`src/rtl/seq_stage_controller_pkg.sv`:
```
// Shared definitions for the Y86-64 SEQ sequencer and its neighbouring stages:
// instruction codes, processor status codes, sequencer states, stage strobes.
package seq_stage_controller_pkg;

  localparam int unsigned ICODE_W = 4;
  localparam int unsigned STAT_W  = 3;

  // Y86-64 instruction codes (icode field)
  localparam logic [ICODE_W-1:0] I_HALT   = 4'h0;
  localparam logic [ICODE_W-1:0] I_NOP    = 4'h1;
  localparam logic [ICODE_W-1:0] I_RRMOVQ = 4'h2;
  localparam logic [ICODE_W-1:0] I_IRMOVQ = 4'h3;
  localparam logic [ICODE_W-1:0] I_RMMOVQ = 4'h4;
  localparam logic [ICODE_W-1:0] I_MRMOVQ = 4'h5;
  localparam logic [ICODE_W-1:0] I_OPQ    = 4'h6;
  localparam logic [ICODE_W-1:0] I_JXX    = 4'h7;
  localparam logic [ICODE_W-1:0] I_CALL   = 4'h8;
  localparam logic [ICODE_W-1:0] I_RET    = 4'h9;
  localparam logic [ICODE_W-1:0] I_PUSHQ  = 4'hA;
  localparam logic [ICODE_W-1:0] I_POPQ   = 4'hB;

  // Processor status
  typedef enum logic [STAT_W-1:0] {
    STAT_AOK = 3'd1,
    STAT_HLT = 3'd2,
    STAT_ADR = 3'd3,
    STAT_INS = 3'd4
  } stat_t;

  // Sequencer states
  typedef enum logic [2:0] {
    S_IDLE      = 3'd0,
    S_FETCH     = 3'd1,
    S_DECODE    = 3'd2,
    S_EXECUTE   = 3'd3,
    S_MEMORY    = 3'd4,
    S_WRITEBACK = 3'd5,
    S_PCUPD     = 3'd6,
    S_HALT      = 3'd7
  } state_t;

  // One-hot stage strobe bundle
  typedef struct packed {
    logic fetch;
    logic decode;
    logic execute;
    logic memory;
    logic writeback;
  } stage_en_t;

  // Instructions that touch data memory
  function automatic logic needs_mem(input logic [ICODE_W-1:0] icode);
    logic r;
    r = 1'b0;
    case (icode)
      I_RMMOVQ, I_MRMOVQ, I_CALL, I_RET, I_PUSHQ, I_POPQ: r = 1'b1;
      default: r = 1'b0;
    endcase
    return r;
  endfunction

  // Stage strobe pattern for a state; IDLE, PCUPD and HALT have none
  function automatic stage_en_t stage_en_of(input state_t s);
    stage_en_t e;
    e = '0;
    case (s)
      S_FETCH:     e.fetch     = 1'b1;
      S_DECODE:    e.decode    = 1'b1;
      S_EXECUTE:   e.execute   = 1'b1;
      S_MEMORY:    e.memory    = 1'b1;
      S_WRITEBACK: e.writeback = 1'b1;
      default:     e = '0;
    endcase
    return e;
  endfunction

  // Busy in every state except IDLE and HALT
  function automatic logic is_busy(input state_t s);
    return !((s == S_IDLE) || (s == S_HALT));
  endfunction

endpackage

```
`src/rtl/seq_next_pc.sv`:
```
// Next-PC selection for the SEQ core. Pure mux, no arithmetic.
//   i_icode   instruction code
//   i_cnd     jump condition
//   i_valc    constant word / jump or call target
//   i_valm    memory word (return address)
//   i_valp    fall-through address
//   o_next_pc_c  selected next PC (combinational)
module seq_next_pc
  import seq_stage_controller_pkg::*;
#(
  parameter int unsigned ADDR_W = 64
) (
  input  logic [ICODE_W-1:0] i_icode,
  input  logic               i_cnd,
  input  logic [ADDR_W-1:0]  i_valc,
  input  logic [ADDR_W-1:0]  i_valm,
  input  logic [ADDR_W-1:0]  i_valp,
  output logic [ADDR_W-1:0]  o_next_pc_c
);

  // call -> target, ret -> popped address, taken jXX -> target, else fall through
  always_comb begin
    o_next_pc_c = i_valp;
    case (i_icode)
      I_CALL:  o_next_pc_c = i_valc;
      I_RET:   o_next_pc_c = i_valm;
      I_JXX:   o_next_pc_c = i_cnd ? i_valc : i_valp;
      default: o_next_pc_c = i_valp;
    endcase
  end

endmodule

```
`src/rtl/seq_stage_controller.sv`:
```
// Multi-cycle sequencer for the Y86-64 SEQ core. Steps one instruction through
// FETCH/DECODE/EXECUTE/MEMORY/WRITEBACK/PC-UPDATE, owns PC and stat, runs the
// data-memory req/ack handshake with timeout, and keeps busy-cycle and
// retired-instruction counters.
//   clk, rst_n          clock, async active-low reset
//   start               leave IDLE and begin fetching
//   icode, cnd          decoded instruction code, branch condition
//   valC, valM, valP    target / memory word / fall-through address
//   imem_error, instr_valid  fetch status, sampled in FETCH
//   dmem_ack, dmem_error     data memory handshake
//   pc                  architectural PC
//   *_en                one-hot stage strobes
//   dmem_req            data memory request (high throughout MEMORY)
//   stat                AOK/HLT/ADR/INS
//   busy                not IDLE and not HALT
//   cycle_count, instr_count  saturating counters
module seq_stage_controller
  import seq_stage_controller_pkg::*;
#(
  parameter int unsigned       ADDR_W      = 64,
  parameter logic [ADDR_W-1:0] RESET_PC    = '0,
  parameter int unsigned       CNT_W       = 32,
  parameter int unsigned       MEM_TIMEOUT = 16
) (
  input  logic               clk,
  input  logic               rst_n,
  input  logic               start,
  input  logic [ICODE_W-1:0] icode,
  input  logic               cnd,
  input  logic [ADDR_W-1:0]  valC,
  input  logic [ADDR_W-1:0]  valM,
  input  logic [ADDR_W-1:0]  valP,
  input  logic               imem_error,
  input  logic               instr_valid,
  input  logic               dmem_ack,
  input  logic               dmem_error,
  output logic [ADDR_W-1:0]  pc,
  output logic               fetch_en,
  output logic               decode_en,
  output logic               execute_en,
  output logic               memory_en,
  output logic               writeback_en,
  output logic               dmem_req,
  output logic [STAT_W-1:0]  stat,
  output logic               busy,
  output logic [CNT_W-1:0]   cycle_count,
  output logic [CNT_W-1:0]   instr_count
);

  localparam int unsigned       WAIT_W    = $clog2(MEM_TIMEOUT + 1);
  localparam logic [WAIT_W-1:0] WAIT_LAST = WAIT_W'(MEM_TIMEOUT - 1);

  state_t            r_state;
  state_t            w_next_state;
  stat_t             r_stat;
  stat_t             w_next_stat;
  stage_en_t         r_stage_en;
  logic              r_dmem_req;
  logic              r_busy;
  logic              w_retire;
  logic              w_mem_timeout;
  logic [ADDR_W-1:0] r_pc;
  logic [ADDR_W-1:0] w_next_pc;
  logic [WAIT_W-1:0] r_wait;
  logic [CNT_W-1:0]  r_cycle_count;
  logic [CNT_W-1:0]  r_instr_count;

  seq_next_pc #(
    .ADDR_W (ADDR_W)
  ) u_next_pc (
    .i_icode     (icode),
    .i_cnd       (cnd),
    .i_valc      (valC),
    .i_valm      (valM),
    .i_valp      (valP),
    .o_next_pc_c (w_next_pc)
  );

  // r_wait counts completed MEMORY cycles; this is the last one allowed
  assign w_mem_timeout = (r_wait == WAIT_LAST);

  // Next state and status
  always_comb begin
    w_next_state = r_state;
    w_next_stat  = r_stat;
    w_retire     = 1'b0;
    case (r_state)
      S_IDLE: begin
        if (start) w_next_state = S_FETCH;
      end
      S_FETCH: begin
        if (imem_error) begin
          w_next_stat  = STAT_ADR;
          w_next_state = S_HALT;
        end else if (!instr_valid) begin
          w_next_stat  = STAT_INS;
          w_next_state = S_HALT;
        end else begin
          w_next_state = S_DECODE;
        end
      end
      S_DECODE: begin
        if (icode == I_HALT) begin
          w_next_stat  = STAT_HLT;
          w_next_state = S_HALT;
        end else begin
          w_next_state = S_EXECUTE;
        end
      end
      S_EXECUTE: begin
        w_next_state = needs_mem(icode) ? S_MEMORY : S_WRITEBACK;
      end
      S_MEMORY: begin
        // an ack on the final allowed cycle still completes the access
        if (dmem_ack) begin
          if (dmem_error) begin
            w_next_stat  = STAT_ADR;
            w_next_state = S_HALT;
          end else begin
            w_next_state = S_WRITEBACK;
          end
        end else if (w_mem_timeout) begin
          w_next_stat  = STAT_ADR;
          w_next_state = S_HALT;
        end
      end
      S_WRITEBACK: begin
        w_next_state = S_PCUPD;
      end
      S_PCUPD: begin
        w_retire     = 1'b1;
        w_next_state = S_FETCH;
      end
      S_HALT: begin
        w_next_state = S_HALT;
      end
      default: begin
        w_next_state = S_IDLE;
      end
    endcase
  end

  // State, PC, counters; strobes/req/busy registered from the next state so
  // they line up with the state they describe
  always_ff @(posedge clk or negedge rst_n) begin
    if (!rst_n) begin
      r_state       <= S_IDLE;
      r_stat        <= STAT_AOK;
      r_pc          <= RESET_PC;
      r_stage_en    <= '0;
      r_dmem_req    <= 1'b0;
      r_busy        <= 1'b0;
      r_wait        <= '0;
      r_cycle_count <= '0;
      r_instr_count <= '0;
    end else begin
      r_state    <= w_next_state;
      r_stat     <= w_next_stat;
      r_stage_en <= stage_en_of(w_next_state);
      r_dmem_req <= (w_next_state == S_MEMORY);
      r_busy     <= is_busy(w_next_state);
      // zero outside MEMORY so every MEMORY entry starts a fresh wait
      r_wait     <= (r_state == S_MEMORY) ? (r_wait + WAIT_W'(1)) : '0;
      if (w_retire) begin
        r_pc <= w_next_pc;
      end
      if (r_busy && (r_cycle_count != '1)) begin
        r_cycle_count <= r_cycle_count + CNT_W'(1);
      end
      if (w_retire && (r_instr_count != '1)) begin
        r_instr_count <= r_instr_count + CNT_W'(1);
      end
    end
  end

  assign pc           = r_pc;
  assign fetch_en     = r_stage_en.fetch;
  assign decode_en    = r_stage_en.decode;
  assign execute_en   = r_stage_en.execute;
  assign memory_en    = r_stage_en.memory;
  assign writeback_en = r_stage_en.writeback;
  assign dmem_req     = r_dmem_req;
  assign stat         = r_stat;
  assign busy         = r_busy;
  assign cycle_count  = r_cycle_count;
  assign instr_count  = r_instr_count;

endmodule
```
`config.mk`:
```
export PLATFORM = sky130hd
export DESIGN_NAME = seq_stage_controller
export DESIGN_NICKNAME = d
export VERILOG_FILES = /design/src/rtl/seq_stage_controller_pkg.sv /design/src/rtl/seq_next_pc.sv /design/src/rtl/seq_stage_controller.sv
export SDC_FILE = /design/constraint.sdc
export NUM_CORES = 1
export LEC_CHECK = 0
export BUFFER_PORTS_ARGS = -buffer_cell sky130_fd_sc_hd__buf_2
export CAP_MARGIN = 20
export CELL_PAD_IN_SITES_DETAIL_PLACEMENT = 0
export CELL_PAD_IN_SITES_GLOBAL_PLACEMENT = 1
export CORE_ASPECT_RATIO = 1.75
export CORE_UTILIZATION = 36
export DETAILED_ROUTE_END_ITERATION = 12
export GPL_TIMING_DRIVEN = 0
export PLACE_DENSITY = 0.95
export SETUP_SLACK_MARGIN = 0.2
export SLEW_MARGIN = 30
export SYNTH_ARGS = -nofsm -noshare
export SYNTH_HDL_FRONTEND = slang
export SYNTH_SLANG_ARGS = --single-unit
```
`constraint.sdc`:
```
create_clock -name clk -period 5.7 [get_ports clk]
set_clock_uncertainty 0.1 [all_clocks]
set_input_delay 0.285 -clock clk [delete_from_list [all_inputs] [get_ports clk]]
set_output_delay 0.285 -clock clk [all_outputs]
set_load 0.1 [all_outputs]
```
; ---- Word level (Yosys, flattened, before mapping)
; Index checks and enable logic that the tools add are counted.
[word_totals]
ff_bits = 146
in_bits = 204
out_inout_bits = 138
[op_classes]
add_sub_neg = 3
n_eq_ne = 27
n_mux = 27
n_reduce_logical = 10
[ops]
columns = op, n
row1 = 64-bit one-hot mux with 3 select lines, 1
row2 = 32-bit by 1-bit adder with 32-bit output (second input constant), 2
row3 = 64-bit two-way mux, 1
row4 = 32-bit inequality test (second input constant), 2
row5 = 3-bit two-way mux, 12
row6 = 3-bit one-hot mux with 8 select lines, 1
row7 = 3-bit == test (second input constant), 7
row8 = 4-bit == test (second input constant), 4
row9 = 3-bit by 2-bit == test with 1-bit output (second input constant), 4
row10 = 4-bit by 3-bit == test with 1-bit output (second input constant), 3
row11 = 1-bit two-way mux, 9
row12 = 3-bit inequality test (second input constant), 3
row13 = 3-bit one-hot mux with 3 select lines, 1
row14 = 3-bit by 1-bit == test with 1-bit output (second input constant), 2
row15 = 3-bit zero test, 2
row16 = 6-bit OR reduction, 1
row17 = 5-bit by 1-bit adder with 5-bit output (second input constant), 1
row18 = 5-bit by 4-bit == test with 1-bit output (second input constant), 1
row19 = 5-bit two-way mux, 1
row20 = 5-bit AND reduction, 1
row21 = 4-bit zero test, 1
row22 = 3-bit nonzero test, 1
row23 = 1-bit logical AND, 2
row24 = 2-bit two-way mux, 1
row25 = 3 further kinds, 3

; ---- Depth between registers and ports, before layout
[depth]
depth_word = 9
depth_mapped = 9
mapped_depth_nobuf = 9

; ---- By module
; Synthesis repeated with hierarchy kept, for this count alone.
[hier_totals]
hier_cells = 968
hier_area_um2 = 9047.4
[by_module_without_submodules]
columns = module, n_inst, cells_per_inst, area_each_um2, seq_area_each_um2
row1 = seq_stage_controller, 1, 658, 6442.4, 3629.7
row2 = seq_next_pc, 1, 310, 2605.0, 0.0

; ---- Worst setup path before layout
; Ideal clock, no wire load.
[synth_path]
path_kind = register to register
startpoint = register r_cycle_count[23], in the netlist cycle_count[23]
endpoint = register r_cycle_count[1], in the netlist cycle_count[1]
setup_time_ns = 0.128
t_arrival_ns = 2.431
required_ns = 5.472
setup_slack_ns = 3.041
path_stages_with_launch = 5
period_less_slack_ns = 2.659
cell_sequence = dfrtp_1 -> nand3_1 -> or3_1 -> o31ai_4 -> mux2_1
[synth_between]
elab_chain_cells = 2
[synth_rtl]
columns = element, line_no
row1 = "start, declared", seq_stage_controller.sv:65  ; logic [CNT_W-1:0] r_cycle_count;
row2 = "start signal, assigned", seq_stage_controller.sv:168  ; r_cycle_count <= r_cycle_count + CNT_W'(1);
row3 = 32-bit inequality test, seq_stage_controller.sv:167  ; if (r_busy && (r_cycle_count != '1)) begin
row4 = 1-bit logical AND, seq_stage_controller.sv:167
; Every way passes these cells.
; A chain may end at the register's enable or synchronous reset.

; ---- Worst setup path in the final report
[layout_path]
startpoint = register r_state[1]
endpoint = register r_pc[29], in the netlist pc[29]
[layout_between]
elab_chain_cells = 2
[layout_rtl]
columns = element, line_no
row1 = "start, declared", seq_stage_controller.sv:53  ; state_t r_state;
row2 = "start signal, assigned", seq_stage_controller.sv:157  ; r_state <= w_next_state;
row3 = 3-bit == test, seq_stage_controller.sv:87  ; case (r_state)
row4 = 1-bit two-way mux, seq_stage_controller.sv:87
row5 = "end signal, assigned", seq_stage_controller.sv:165  ; r_pc <= w_next_pc;
row6 = "end, declared", seq_stage_controller.sv:62  ; logic [ADDR_W-1:0] r_pc;
; Every way passes these cells.

==> results.py <==
metrics = {
    "clock_network": {
        "htreeDepth": 4,
        "ctsResizeCount": 0,
        "cts-root-buf": "clkbuf_16",
        "clkSlewWorstSetupHoldPaths_ns": 0.06,
        "worstSkewPairLatency_ns": 0.42,
        "cts_tree": "built",
        "clock-sinks": 145,
        "ctsLongestPathBuffers": 2,
        "hold_buffers": 6,
        "post_cts.repair.setup_buffers": 0,
        "numCtsBuffers": 17,
    },
    "global_routing": {
        "grt_pass1_vias": 7329,
        "grt_pass1_wl_mm": 36.90,
        "grt_overflow_total": 0,
        "grt_start_max_net_pins": 85,
        "track_usage_pct": 23.73,
        "antenna_found_initial": 1,
    },
    "power_and_ir_drop": {
        "p_leak_nw": 4.682,
        "power_mw": 5.893,
        "peakVddDrop_v": 0.0004526,
        "powerDensity_mw_per_mm2": 605.6,
    },
    "route": {
        "finalWirelength_mm": 23.31,
        "vias_per_cell": 5.224,
        "drtIter0Drc": 329,
        "drtPass1Iterations": 4,
        "ant_nets": 0,
        "post-route-drc-count": 0,
        "wl_per_cell_um": 17.26,
        "vias": 7057,
    },
    "setup_path": {
        "cp_slowest_cell": "nor3_1",
        "worstPathRequired_ns": 5.94,
        "crit_chain": "buf_2 > inv_1 > nor3_1 > buf_2 > clkbuf_1 > nor2_1 > a31oi_1",
        "crit_type": "flop to flop",
        "reg2reg_slack_ns": 3.22,
        "cpMostUsedCell": "buf_2",
        "end_kind": "flop",
        "cp_max_fo": 10,
        "critPathArrivalTime_ns": 2.72,
        "critPathMaxStageDelay_ns": 0.62,
        "start_kind": "flop",
    },
    "die": {
        "coreArea_mm2": 0.01911,
        "start_util_pct": 36.81,
        "die_h_um": 186.9,
        "die_w_um": 107.7,
        "placementRows": 67,
        "die_area_mm2": 0.02013,
        "io-pin-count": 342,
    },
    "timing": {
        "rsz0062_at_grt": "false",
        "min_period_ns": 2.484,
        "max_freq_ghz": 0.4025,
        "timing.hold.ws_ns": 0.01392,
        "tns_ns": 0,
        "maxSlewHeadroom_pct": 45.50,
        "hold_viol": 0,
        "period_share_pct": 43.58,
        "maxSlewViolCount": 0,
        "finalSetupViolCount": 0,
        "worst_slew_pin_slew_ns": 0.8145,
    },
    "placed_design": {
        "hpwl_mm": 18.43,
        "dp.cells": 1311,
        "portBuffers": 341,
        "gp_congestion": 0.9127,
    },
    "run": {
        "maxCapViolations": 0,
    },
    "logic_synthesis": {
        "synth_edf_count": 0,
        "netlist_instances": 728,
        "syn_area_per_cell_um2": 9.664,
        "yosys.cell_count.top_type": "dfrtp_1",
        "async_flop_share_pct": 100.0,
        "synthesis.nets": 936,
        "yosys_warnings": 0,
        "seq_area_frac_synth_pct": 51.59,
        "yosys.area.top_type": "dfrtp_1",
        "synthTopCellsByArea": "dfrtp_1 (51%), a22oi_1 (6.9%), a31oi_1 (6.0%)",
        "synth_cell_type_count": 55,
        "synth_top_area_share_pct": 51.22,
        "synthesis.area_mm2": 0.007035,
        "synthTopCellsByCount": "dfrtp_1 (144), nor2_1 (94), nand2_1 (90)",
        "ys_seq_elements": 145,
        "synthFlopType": "dfrtp_1",
    },
    "final_layout": {
        "final_util_pct": 50.91,
        "area_delta_synth_final_pct": 38.31,
        "nNetsFinal": 1303,
        "drive_gt1_share_pct": 36.19,
        "final_cells": 1351,
    },
    "min_path": {
        "hold_path.class": "primary input to flop",
    },
    "status": {
        "outcome": "complete, no violations",
    },
}
-- path summary, 6_finish.rpt --
| kind | start | end | depth (start not counted) |
|---|---|---|---|
| worst max-delay path | r_state[1]$_DFF_PN0_ | pc[29]$_DFFE_PN0P_ | 7 |
| min in group asynchronous | rst_n | cycle_count[9]$_DFFE_PN0P_ | 2 |
| worst min-delay path | valP[31] | pc[31]$_DFFE_PN0P_ | 3 |
| worst min register to register | r_wait[0]$_DFF_PN0_ | r_wait[0]$_DFF_PN0_ | 1 |
| worst max register to register | r_state[1]$_DFF_PN0_ | pc[29]$_DFFE_PN0P_ | 7 |
| max in group asynchronous | rst_n | pc[62]$_DFFE_PN0P_ | 3 |
-- placed cells by master (no fill, tap or decap), types with 4 or more instances in the layout --
cell type / netlist / routed
buf_2: 12 / 352
dfrtp_1: 144 / 144
nor2_1: 94 / 94
nand2_1: 90 / 90
a31oi_1: 68 / 68
a22oi_1: 65 / 65
xnor2_1: 44 / 44
nand3_1: 37 / 37
clkbuf_1: 26 / 26
nand4_1: 22 / 22
clkbuf_16: 0 / 17
and3_1: 16 / 16
xor2_1: 13 / 13
nor3_1: 12 / 12
inv_1: 9 / 9
nor4_1: 7 / 7
and4_1: 6 / 6
dlygate4sd3_1: 0 / 6
a21oi_1: 5 / 5
clkinvlp_4: 0 / 5
ha_1: 4 / 4
inv_6: 0 / 4
-- state kept, by name (all words and copies together) (netlist names), 3 cells and up --
signal	flops
cycle_count	32
instr_count	32
pc	64
r_state	3
r_wait	5
stat	3
-- per-layer routing --
metal | routed length (um) | track usage, % | vias to the layer above | share of wire, %
met5 | 0 | 0 | - | 0
met4 | 861 | 11.33 | 0 | 3.7
met3 | 1332 | 4.913 | 49 | 5.7
met2 | 12490 | 44.08 | 274 | 54
met1 | 8632 | 24.70 | 3358 | 37
li1 | - | - | 3376 | -
-- report_power, final --
part	switching, mW	leakage (nW)	internal, mW	total, mW
Clock	0.483	0.272	0.627	1.11
Sequential	0.206	1.78	1.33	1.54
Combinational	2.71	2.63	0.535	3.25
Total	3.40	4.68	2.49	5.89
-- per-stage QoR --
step	cell area [um2]	worst slack, ns
3_3_place_gp	9044	2.140
6_report	9731	3.216
2_1_floorplan	7036	3.041
4_1_cts	9726	3.072
5_1_grt	9728	2.916
3_5_place_dp	9081	3.108
-- worst max-delay path, delay by kind of cell, from the launching register on --
| family | cells | cell delay, ns |
|---|---|---|
| AO/OA/AOI/OAI | 1 | 0.16 |
| flip-flops | 1 | 0.31 |
| AND/OR/NAND/NOR | 2 | 0.70 |
| buffers and inverters | 4 | 1.14 |
-- layout make-up --
type,count,area (um2)
fillers,1854,9383
flip-flops and latches,145,3630
multi-input cells,532,3196
repair buffers,348,1804
clock buffers,18,439.2
well taps,241,301.5
plain buffers,42,176.4
clock inverters,14,145.1
inverters,9,33.78
diodes,2,5.005
-- cells by family after synthesis --
kind of cell               after synthesis  share of synthesized area (%)
AOI/OAI and AO/OA                      158                          16.06
xor gates and xnor gates                57                          7.096
adders and majority gates                4                         0.7114
buffers and inverters                   51                          2.988
DFF                                    145                          51.59
muxes                                    4                         0.6402
and+or+nand+nor                        309                          20.91
Note: power is estimated with default switching activity, not from simulation.
